--- config.mk ---
export PLATFORM = sky130hd
export DESIGN_NAME = udp_tx_framer_flat
export DESIGN_NICKNAME = d
export VERILOG_FILES = /design/src/rtl/udp_tx_framer_if.sv /design/src/rtl/udp_tx_framer.sv /design/src/flat_wrapper.sv
export SDC_FILE = /design/constraint.sdc
export NUM_CORES = 1
export LEC_CHECK = 0
export ABC_AREA = 1
export CORE_AREA = 10 10 138 267
export DETAILED_ROUTE_END_ITERATION = 8
export DIE_AREA = 0 0 148 277
export PLACE_DENSITY = 0.7
export SLEW_MARGIN = 5
export SYNTH_ARGS = -nofsm -noshare
export SYNTH_HDL_FRONTEND = slang
export SYNTH_SLANG_ARGS = --single-unit
export TNS_END_PERCENT = 50
--- constraint.sdc ---
create_clock -name tx_axis_aclk -period 4.23 [get_ports tx_axis_aclk]
set_clock_uncertainty 0.1 [all_clocks]
set_input_delay 0.423 -clock tx_axis_aclk [delete_from_list [all_inputs] [get_ports tx_axis_aclk]]
set_output_delay 0.423 -clock tx_axis_aclk [all_outputs]
set_load 0.005 [all_outputs]
--- src/rtl/udp_tx_framer_if.sv ---
// udp_tx_framer_if: command, payload and MAC transmit stream signals of the UDP framer.
interface udp_tx_framer_if;
    logic        cmd_valid;
    logic        cmd_ready;
    logic [47:0] cmd_dst_mac;
    logic [31:0] cmd_dst_ip;
    logic [15:0] cmd_dst_port;
    logic [15:0] cmd_len;
    logic [7:0]  s_axis_tdata;
    logic        s_axis_tvalid;
    logic        s_axis_tready;
    logic        s_axis_tlast;
    logic [7:0]  tx_axis_tdata;
    logic        tx_axis_tvalid;
    logic        tx_axis_tready;
    logic        tx_axis_tlast;
    logic        tx_axis_tuser;
    modport master (
        input  cmd_valid, cmd_dst_mac, cmd_dst_ip, cmd_dst_port, cmd_len,
        input  s_axis_tdata, s_axis_tvalid, s_axis_tlast, tx_axis_tready,
        output cmd_ready, s_axis_tready, tx_axis_tdata, tx_axis_tvalid, tx_axis_tlast, tx_axis_tuser
    );
    modport slave (
        output cmd_valid, cmd_dst_mac, cmd_dst_ip, cmd_dst_port, cmd_len,
        output s_axis_tdata, s_axis_tvalid, s_axis_tlast, tx_axis_tready,
        input  cmd_ready, s_axis_tready, tx_axis_tdata, tx_axis_tvalid, tx_axis_tlast, tx_axis_tuser
    );
endinterface

--- src/rtl/udp_tx_framer.sv ---
// udp_tx_framer: builds Ethernet II / IPv4 / UDP frames byte-serially for the MAC TX stream.
module udp_tx_framer #(
    parameter logic [47:0] SRC_MAC     = 48'h000A35000102,
    parameter logic [31:0] SRC_IP      = 32'hC0A8010A,
    parameter logic [15:0] SRC_PORT    = 16'd5000,
    parameter logic [15:0] MAX_PAYLOAD = 16'd1472
) (
    input  logic            tx_axis_aclk,
    input  logic            reset,
    udp_tx_framer_if.master bus,
    output logic [15:0]     frame_count,
    output logic [15:0]     err_count
);
    typedef enum logic [2:0] {IDLE, CSUM, HDR, PAYLOAD, DRAIN} state_t;
    state_t state_q, state_d;
    logic [15:0] cnt_q, cnt_d, len_q, len_d, id_q, id_d, port_q, port_d, fc_q, fc_d, ec_q, ec_d;
    logic [47:0] mac_q, mac_d;
    logic [31:0] ip_q, ip_d;
    logic [19:0] acc_q, acc_d;
    logic [7:0]  tdata_q, tdata_d, hdr_byte;
    logic        tvalid_q, tvalid_d, tlast_q, tlast_d, tuser_q, tuser_d, init_q;
    logic        load, last_byte, cmd_rdy, s_rdy;
    logic [15:0] word;
    logic [159:0] words;
    logic [335:0] hdr;
    assign words = {16'h4500, 16'd28 + len_q, id_q, 16'h4000, 16'h4011, SRC_IP, ip_q, 16'h0000};
    assign hdr = {mac_q, SRC_MAC, 16'h0800, 16'h4500, 16'd28 + len_q, id_q, 16'h4000, 16'h4011,
                  ~acc_q[15:0], SRC_IP, ip_q, SRC_PORT, port_q, 16'd8 + len_q, 16'h0000};
    assign word = words[8'd144 - {cnt_q[3:0], 4'b0} +: 16];
    assign hdr_byte = hdr[10'd328 - {1'b0, cnt_q[5:0], 3'b0} +: 8];
    assign load = !tvalid_q || bus.tx_axis_tready;
    assign last_byte = cnt_q == len_q - 16'd1;
    // Holding off commands until the output register drains keeps frames strictly sequential.
    assign cmd_rdy = init_q && state_q == IDLE && !tvalid_q;
    always_comb begin
        state_d = state_q;
        cnt_d = cnt_q;
        len_d = len_q;
        id_d = id_q;
        port_d = port_q;
        mac_d = mac_q;
        ip_d = ip_q;
        acc_d = acc_q;
        fc_d = fc_q;
        ec_d = ec_q;
        tdata_d = tdata_q;
        tlast_d = tlast_q;
        tuser_d = tuser_q;
        tvalid_d = tvalid_q && !bus.tx_axis_tready;
        s_rdy = 1'b0;
        case (state_q)
            IDLE: if (bus.cmd_valid && cmd_rdy) begin
                if (bus.cmd_len > MAX_PAYLOAD) ec_d = ec_q + 16'd1;
                else begin
                    state_d = CSUM;
                    cnt_d = 16'd0;
                    acc_d = 20'd0;
                    mac_d = bus.cmd_dst_mac;
                    ip_d = bus.cmd_dst_ip;
                    port_d = bus.cmd_dst_port;
                    len_d = bus.cmd_len;
                end
            end
            CSUM: begin
                acc_d = cnt_q < 16'd10 ? acc_q + {4'b0, word} : {4'b0, acc_q[15:0]} + {16'b0, acc_q[19:16]};
                cnt_d = cnt_q + 16'd1;
                // The register is empty here, so header byte 0 loads in the last fold cycle.
                if (cnt_q == 16'd11) begin
                    state_d = HDR;
                    cnt_d = 16'd1;
                    tvalid_d = 1'b1;
                    tdata_d = mac_q[47:40];
                    tlast_d = 1'b0;
                    tuser_d = 1'b0;
                end
            end
            HDR: if (load) begin
                tvalid_d = 1'b1;
                tdata_d = hdr_byte;
                tlast_d = cnt_q == 16'd41 && len_q == 16'd0;
                tuser_d = 1'b0;
                cnt_d = cnt_q + 16'd1;
                if (cnt_q == 16'd41) begin
                    cnt_d = 16'd0;
                    state_d = len_q == 16'd0 ? IDLE : PAYLOAD;
                    fc_d = len_q == 16'd0 ? fc_q + 16'd1 : fc_q;
                    id_d = len_q == 16'd0 ? id_q + 16'd1 : id_q;
                end
            end
            PAYLOAD: begin
                s_rdy = load;
                if (load && bus.s_axis_tvalid) begin
                    tvalid_d = 1'b1;
                    tdata_d = bus.s_axis_tdata;
                    tlast_d = bus.s_axis_tlast || last_byte;
                    tuser_d = bus.s_axis_tlast != last_byte;
                    cnt_d = cnt_q + 16'd1;
                    if (tlast_d) begin
                        id_d = id_q + 16'd1;
                        fc_d = tuser_d ? fc_q : fc_q + 16'd1;
                        ec_d = tuser_d ? ec_q + 16'd1 : ec_q;
                        state_d = bus.s_axis_tlast ? IDLE : DRAIN;
                    end
                end
            end
            DRAIN: begin
                s_rdy = 1'b1;
                if (bus.s_axis_tvalid && bus.s_axis_tlast) state_d = IDLE;
            end
            default: state_d = IDLE;
        endcase
    end
    always_ff @(posedge tx_axis_aclk) begin
        if (reset) begin
            state_q <= IDLE;
            cnt_q <= '0;
            len_q <= '0;
            id_q <= '0;
            port_q <= '0;
            mac_q <= '0;
            ip_q <= '0;
            acc_q <= '0;
            fc_q <= '0;
            ec_q <= '0;
            tdata_q <= '0;
            tvalid_q <= 1'b0;
            tlast_q <= 1'b0;
            tuser_q <= 1'b0;
            init_q <= 1'b0;
        end else begin
            state_q <= state_d;
            cnt_q <= cnt_d;
            len_q <= len_d;
            id_q <= id_d;
            port_q <= port_d;
            mac_q <= mac_d;
            ip_q <= ip_d;
            acc_q <= acc_d;
            fc_q <= fc_d;
            ec_q <= ec_d;
            tdata_q <= tdata_d;
            tvalid_q <= tvalid_d;
            tlast_q <= tlast_d;
            tuser_q <= tuser_d;
            init_q <= 1'b1;
        end
    end
    assign bus.cmd_ready = cmd_rdy;
    assign bus.s_axis_tready = s_rdy;
    assign bus.tx_axis_tdata = tdata_q;
    assign bus.tx_axis_tvalid = tvalid_q;
    assign bus.tx_axis_tlast = tlast_q;
    assign bus.tx_axis_tuser = tuser_q;
    assign frame_count = fc_q;
    assign err_count = ec_q;
endmodule
--- src/flat_wrapper.sv ---
// flat-port wrapper written by rule: the top's interface ports become plain ports
module udp_tx_framer_flat 
#(
    parameter logic [47:0] SRC_MAC     = 48'h000A35000102,
    parameter logic [31:0] SRC_IP      = 32'hC0A8010A,
    parameter logic [15:0] SRC_PORT    = 16'd5000,
    parameter logic [15:0] MAX_PAYLOAD = 16'd1472
)
  (tx_axis_aclk, reset, frame_count, err_count, bus_cmd_valid, bus_cmd_dst_mac, bus_cmd_dst_ip, bus_cmd_dst_port, bus_cmd_len, bus_s_axis_tdata, bus_s_axis_tvalid, bus_s_axis_tlast, bus_tx_axis_tready, bus_cmd_ready, bus_s_axis_tready, bus_tx_axis_tdata, bus_tx_axis_tvalid, bus_tx_axis_tlast, bus_tx_axis_tuser);
  udp_tx_framer_if bus_i ();
  input  logic tx_axis_aclk;
  input  logic reset;
  output logic [15:0] frame_count;
  output logic [15:0] err_count;
  input wire logic [$bits(bus_i.cmd_valid)-1:0] bus_cmd_valid;
  input wire logic [$bits(bus_i.cmd_dst_mac)-1:0] bus_cmd_dst_mac;
  input wire logic [$bits(bus_i.cmd_dst_ip)-1:0] bus_cmd_dst_ip;
  input wire logic [$bits(bus_i.cmd_dst_port)-1:0] bus_cmd_dst_port;
  input wire logic [$bits(bus_i.cmd_len)-1:0] bus_cmd_len;
  input wire logic [$bits(bus_i.s_axis_tdata)-1:0] bus_s_axis_tdata;
  input wire logic [$bits(bus_i.s_axis_tvalid)-1:0] bus_s_axis_tvalid;
  input wire logic [$bits(bus_i.s_axis_tlast)-1:0] bus_s_axis_tlast;
  input wire logic [$bits(bus_i.tx_axis_tready)-1:0] bus_tx_axis_tready;
  output wire logic [$bits(bus_i.cmd_ready)-1:0] bus_cmd_ready;
  output wire logic [$bits(bus_i.s_axis_tready)-1:0] bus_s_axis_tready;
  output wire logic [$bits(bus_i.tx_axis_tdata)-1:0] bus_tx_axis_tdata;
  output wire logic [$bits(bus_i.tx_axis_tvalid)-1:0] bus_tx_axis_tvalid;
  output wire logic [$bits(bus_i.tx_axis_tlast)-1:0] bus_tx_axis_tlast;
  output wire logic [$bits(bus_i.tx_axis_tuser)-1:0] bus_tx_axis_tuser;
  assign bus_i.cmd_valid = bus_cmd_valid;
  assign bus_i.cmd_dst_mac = bus_cmd_dst_mac;
  assign bus_i.cmd_dst_ip = bus_cmd_dst_ip;
  assign bus_i.cmd_dst_port = bus_cmd_dst_port;
  assign bus_i.cmd_len = bus_cmd_len;
  assign bus_i.s_axis_tdata = bus_s_axis_tdata;
  assign bus_i.s_axis_tvalid = bus_s_axis_tvalid;
  assign bus_i.s_axis_tlast = bus_s_axis_tlast;
  assign bus_i.tx_axis_tready = bus_tx_axis_tready;
  assign bus_cmd_ready = bus_i.cmd_ready;
  assign bus_s_axis_tready = bus_i.s_axis_tready;
  assign bus_tx_axis_tdata = bus_i.tx_axis_tdata;
  assign bus_tx_axis_tvalid = bus_i.tx_axis_tvalid;
  assign bus_tx_axis_tlast = bus_i.tx_axis_tlast;
  assign bus_tx_axis_tuser = bus_i.tx_axis_tuser;
  udp_tx_framer #(.SRC_MAC(SRC_MAC), .SRC_IP(SRC_IP), .SRC_PORT(SRC_PORT), .MAX_PAYLOAD(MAX_PAYLOAD)) u_core (.tx_axis_aclk(tx_axis_aclk), .reset(reset), .bus(bus_i), .frame_count(frame_count), .err_count(err_count));
endmodule
==> tab_implementation.tex <==
\begin{tabular}{lr}
\hline
Metric & Value \\
\hline
\multicolumn{2}{l}{\textbf{Setup path}} \\
Arrival time at the worst endpoint & 4200 ps \\
Slowest cell on the critical path & sky130\_fd\_sc\_hd\_\_dfxtp\_1 \\
Worst Setup Path Type & flip-flop to flip-flop \\
Cell breakdown of the critical path & inv\_1, ha\_1, inv\_1, a21oi\_1, nand2\_1, nor2\_1, nor2\_1, nor3\_1, nand2\_1, nor2\_1, nand4\_1, ha\_1, nand2\_1, nand2\_2, nor2\_2, nand3\_2, inv\_4, nand2\_4, inv\_4, nand3\_1, nand2\_1, nor2\_1 \\
Req. time, crit path & roughly 4600 ps \\
CP peak stage delay & around 350 ps \\
Worst-path maximum fanout & 16 \\
CP top delay family & simple AND/OR/NAND/NOR gates \\
Buffer and inverter count on the worst path & 4 \\
Worst setup EP type & flip-flop \\
Category of the worst setup path launch point & flip-flop \\
\multicolumn{2}{l}{\textbf{Hold path}} \\
Worst hold path type & input port to flip-flop \\
\multicolumn{2}{l}{\textbf{Clocking}} \\
Post-CTS setup-driven buffer insertion count & 0 \\
Post-CTS clock slew at the launch and capture registers of the worst setup and hold paths & approximately 70 ps \\
CTS root buf & sky130\_fd\_sc\_hd\_\_clkbuf\_16 \\
Worst-case clock buffer depth & 3 \\
Htree depth & 1 \\
Sink count of the clock tree & 211 \\
Total CTS buffers & 21 \\
CTS tree & built \\
Clk Latency, worst-skew pair & roughly 550 ps \\
\multicolumn{2}{l}{\textbf{STA}} \\
Shortest period the worst path allows & around 3900 ps \\
Worst rel slew slack & around 44\% \\
Final sum of negative setup slack & 0 ps \\
Total of endpoints with negative setup slack in the final report & 0 \\
Final worst-path cycle share & 91.6\% \\
Hold slack & 265 ps \\
Worst Max-Slew Pin Slew & 837 ps \\
Worst Setup Slack, final & between 300 and 400 ps \\
Setup repair after global routing missed its margin & false \\
Max-slew violation count & 0 \\
Fmax & between 200 and 300 MHz \\
Final hold vios & 0 \\
\multicolumn{2}{l}{\textbf{Detailed routing}} \\
Number of iterations in the first detailed-routing pass & 5 \\
Antenna violation net count after detailed routing & 0 \\
Drt drc & 0 \\
Via-per-instance ratio & 5.60 \\
Post-detailed-route wirelength per cell & about 20 um \\
Total number of vias & 15,900 \\
First-iteration detailed-routing DRC count & 1,187 \\
Routed WL & roughly 58,000 um \\
\multicolumn{2}{l}{\textbf{Global route}} \\
Number of antenna violations at the first check in global routing & 0 \\
Wire length of the first global-routing pass & 87,500 um \\
Via count of the first global-routing pass & 15,700 \\
Total routing resource utilization after global routing & approximately 27\% \\
Pin count of the biggest net entering global routing & 91 \\
Global route total overflow & 0 \\
\multicolumn{2}{l}{\textbf{Pwr}} \\
Switching power share of the total & around a quarter \\
Logic gate share of total power & under 10\% \\
Cell Int Power & 0.00336 W \\
Total power per unit cell area & 260 nW/um2 \\
Fraction of power consumed by the clock network & between 40\% and 50\% \\
Relative contribution of sequential cells to total power & a little under half \\
Reported net switching power & 0.00102 W \\
Peak supply drop & between 0.3 and 0.4 mV \\
Leakage & about 7 nW \\
\multicolumn{2}{l}{\textbf{Layout}} \\
Antenna fix cells & 0 \\
Total Nets Final & approximately 2,600 \\
Area occupied by multi-input gates & $\sim$8600 um2 \\
Share of cells above drive strength 1 & 5.29\% \\
Layout fillers & 3,423 \\
Footprint of the flip-flops and latches & about 4200 um2 \\
Area added between synthesis and finish & 19.5\% \\
\multicolumn{2}{l}{\textbf{Place}} \\
Final HPWL DP & roughly 44,000 um \\
Worst slack at placement & 245 ps \\
RePlAce Congestion & around 1.2 \\
Buffers added on ports & 170 \\
\multicolumn{2}{l}{\textbf{Synthesis}} \\
Count of distinct cell types in the synthesized netlist & 53 \\
Ys Warns & 0 \\
Number of synthesized register bits & 211 \\
Share of flip-flops with an asynchronous set or reset & 0\% \\
Share of synthesized area occupied by flip-flops and latches & roughly 30\% \\
Primary FF master, synth & sky130\_fd\_sc\_hd\_\_dfxtp\_1 \\
Syn Area/Cell & roughly 6.2 um2 \\
Mapped Cells & 2,263 \\
EDFF count, synth & 0 \\
Post-synthesis net count & roughly 2,400 \\
Cell area after synthesis & $\sim$14,000 um2 \\
\multicolumn{2}{l}{\textbf{Floorplanning}} \\
Floorplan die area & just over 40,000 um2 \\
Site row count & 94 \\
Initial Util & approximately 43\% \\
Io pins & 171 \\
Height of the die & approximately 280 um \\
Standard cell core area & 32,700 um2 \\
Die width & roughly 150 um \\
\multicolumn{2}{l}{\textbf{Run}} \\
Max-cap violations & 0 \\
\multicolumn{2}{l}{\textbf{Status}} \\
Result of the run & finished, final reports clean \\
\hline
\end{tabular}
synth_stat cells (3+ instances only):
library cell / number / area, um2
sky130_fd_sc_hd__a211oi_1: 37 / 278
sky130_fd_sc_hd__a21o_1: 3 / 22.5
sky130_fd_sc_hd__a21oi_1: 154 / 771
sky130_fd_sc_hd__a22oi_1: 6 / 45.0
sky130_fd_sc_hd__a31oi_1: 9 / 56.3
sky130_fd_sc_hd__buf_2: 45 / 225
sky130_fd_sc_hd__buf_4: 14 / 105
sky130_fd_sc_hd__buf_6: 7 / 78.8
sky130_fd_sc_hd__clkbuf_1: 39 / 146
sky130_fd_sc_hd__dfxtp_1: 211 / 4220
sky130_fd_sc_hd__ha_1: 37 / 463
sky130_fd_sc_hd__inv_1: 186 / 698
sky130_fd_sc_hd__inv_2: 9 / 33.8
sky130_fd_sc_hd__inv_4: 3 / 18.8
sky130_fd_sc_hd__nand2_1: 561 / 2110
sky130_fd_sc_hd__nand2_2: 10 / 62.6
sky130_fd_sc_hd__nand3_1: 155 / 776
sky130_fd_sc_hd__nand3b_1: 6 / 45.0
sky130_fd_sc_hd__nand4_1: 34 / 213
sky130_fd_sc_hd__nor2_1: 373 / 1400
sky130_fd_sc_hd__nor2_2: 7 / 43.8
sky130_fd_sc_hd__nor2_4: 7 / 78.8
sky130_fd_sc_hd__nor3_1: 30 / 150
sky130_fd_sc_hd__nor4_1: 16 / 100
sky130_fd_sc_hd__o211ai_1: 11 / 82.6
sky130_fd_sc_hd__o21ai_0: 176 / 881
sky130_fd_sc_hd__o21ai_1: 7 / 35.0
sky130_fd_sc_hd__o221ai_1: 3 / 26.3
sky130_fd_sc_hd__o22ai_1: 10 / 62.6
sky130_fd_sc_hd__or2_2: 3 / 18.8
sky130_fd_sc_hd__xnor2_1: 21 / 184
sky130_fd_sc_hd__xor2_1: 44 / 385
power groups by stage:
| stage | logic, W | clock network, W | registers (W) |
|---|---|---|---|
| 6_report | 0.000285 | 0.00209 | 0.00200 |
| 4_1_cts | 0.000282 | 0.00210 | 0.00200 |
| 3_5_place_dp | 0.000281 | 0 | 0.00205 |
| 3_3_place_gp | 0.000280 | 0 | 0.00205 |
| 5_1_grt | 0.000307 | 0.00218 | 0.00200 |
| 2_1_floorplan | 0.000112 | 0 | 0.00205 |
cells by family after synthesis:
logic type / Yosys count / synth area share (%)
adder cells (fa/ha/maj): 39 / 3.57
XOR/XNOR: 66 / 4.20
AND/OR/NAND/NOR: 1210 / 35.9
flip-flops: 211 / 30.0
buffers and inverters: 305 / 9.32
AO/OA/AOI/OAI: 432 / 17.0
worst reg2reg max path: stages, from the launching register on:
cell                      delay, ps
sky130_fd_sc_hd__dfxtp_1        350
sky130_fd_sc_hd__inv_1          230
sky130_fd_sc_hd__ha_1           250
sky130_fd_sc_hd__inv_1           80
sky130_fd_sc_hd__a21oi_1        260
sky130_fd_sc_hd__nand2_1        170
sky130_fd_sc_hd__nor2_1         150
sky130_fd_sc_hd__nor2_1          60
sky130_fd_sc_hd__nor3_1         210
sky130_fd_sc_hd__nand2_1         70
sky130_fd_sc_hd__nor2_1         140
sky130_fd_sc_hd__nand4_1        180
sky130_fd_sc_hd__ha_1           260
sky130_fd_sc_hd__nand2_1         90
sky130_fd_sc_hd__nand2_2         70
sky130_fd_sc_hd__nor2_2         130
sky130_fd_sc_hd__nand3_2        120
sky130_fd_sc_hd__inv_4          200
sky130_fd_sc_hd__nand2_4        210
sky130_fd_sc_hd__inv_4          230
sky130_fd_sc_hd__nand3_1         90
sky130_fd_sc_hd__nand2_1         80
sky130_fd_sc_hd__nor2_1          40
worst paths after layout:
| check | slack (ps) | from | cells after the start | endpoint |
|---|---|---|---|---|
| hold reg to reg | 380 | u_core.mac_q[33] | 2 | u_core.mac_q[33] |
| hold / removal | 270 | reset | 2 | u_core.bus.tx_axis_tlast |
| setup reg to reg | 360 | u_core.len_q[3] | 22 | u_core.frame_count[6] |
| setup / recovery | 360 | u_core.len_q[3] | 22 | u_core.frame_count[6] |
cells in the final DEF, fill, tap and decap left out, types with 4 or more instances in the layout:
| cell type | count |
|---|---|
| sky130_fd_sc_hd__xnor2_1 | 21 |
| sky130_fd_sc_hd__clkbuf_16 | 21 |
| sky130_fd_sc_hd__o22ai_1 | 10 |
| sky130_fd_sc_hd__a22oi_1 | 6 |
| sky130_fd_sc_hd__o21ai_1 | 7 |
| sky130_fd_sc_hd__nand3b_1 | 6 |
| sky130_fd_sc_hd__o21ai_0 | 176 |
| sky130_fd_sc_hd__dfxtp_1 | 211 |
| sky130_fd_sc_hd__ha_1 | 37 |
| sky130_fd_sc_hd__nor4_1 | 16 |
| sky130_fd_sc_hd__clkdlybuf4s50_1 | 169 |
| sky130_fd_sc_hd__a21oi_1 | 154 |
| sky130_fd_sc_hd__nand2_1 | 561 |
| sky130_fd_sc_hd__inv_2 | 10 |
| sky130_fd_sc_hd__buf_4 | 40 |
| sky130_fd_sc_hd__nand4_1 | 34 |
| sky130_fd_sc_hd__o211ai_1 | 11 |
| sky130_fd_sc_hd__inv_1 | 184 |
| sky130_fd_sc_hd__nor3_1 | 30 |
| sky130_fd_sc_hd__a31oi_1 | 9 |
| sky130_fd_sc_hd__nor2_4 | 8 |
| sky130_fd_sc_hd__bufinv_16 | 4 |
| sky130_fd_sc_hd__a211oi_1 | 37 |
| sky130_fd_sc_hd__nor2_1 | 373 |
| sky130_fd_sc_hd__nand2_2 | 9 |
| sky130_fd_sc_hd__xor2_1 | 44 |
| sky130_fd_sc_hd__nor2_2 | 6 |
| sky130_fd_sc_hd__nand3_1 | 154 |
state kept, by name, summed over array words and instances (netlist names):
register and flops:
u_core.bus.tx_axis_tuser 1, u_core.bus.tx_axis_tdata 8, u_core.mac_q 48, u_core.ip_q 32, u_core.bus.tx_axis_tlast 1, u_core.init_q 1
u_core.frame_count 16, u_core.id_q 16, u_core.acc_q 20, u_core.len_q 16, u_core.port_q 16, u_core.err_count 16
u_core.bus.tx_axis_tvalid 1, u_core.state_q 3, u_core.cnt_q 16
per-stage QoR:
step	instance area, um2	std cells	power [W]	util, %
6_report	16900	2834	0.00438	51.6
5_1_grt	16900	2834	0.00449	51.6
4_1_cts	16900	2834	0.00439	51.5
3_5_place_dp	16100	2798	0.00233	49.3
3_3_place_gp	16100	2798	0.00233	49.3
2_1_floorplan	14100	2263	0.00216	-
area by class of cell:
cell class | count | area share, %
multi-input combinational | 1747 | 50.9
sequential | 211 | 25.1
timing repair buffer | 210 | 11.9
inverter | 198 | 4.46
clock buffer | 25 | 3.38
tap | 432 | 3.21
clock inverter | 11 | 1.02
timing repair:
item | 4_1_cts | 5_1_grt
resized for setup | 0 | 3
endpoints found under the setup margin | 0 | 17
hold buffers | 0 | 0
metal layers:
| metal | vias up | GRT usage [%] | part of all wire (%) |
|---|---|---|---|
| li1 | 7669 | - | - |
| met5 | - | 0 | 0 |
| met1 | 7341 | 25.7 | 34 |
| met2 | 648 | 50.1 | 52 |
| met4 | 0 | 19.9 | 8.1 |
| met3 | 222 | 4.29 | 5.5 |
Power figures use the tool's default switching activity.
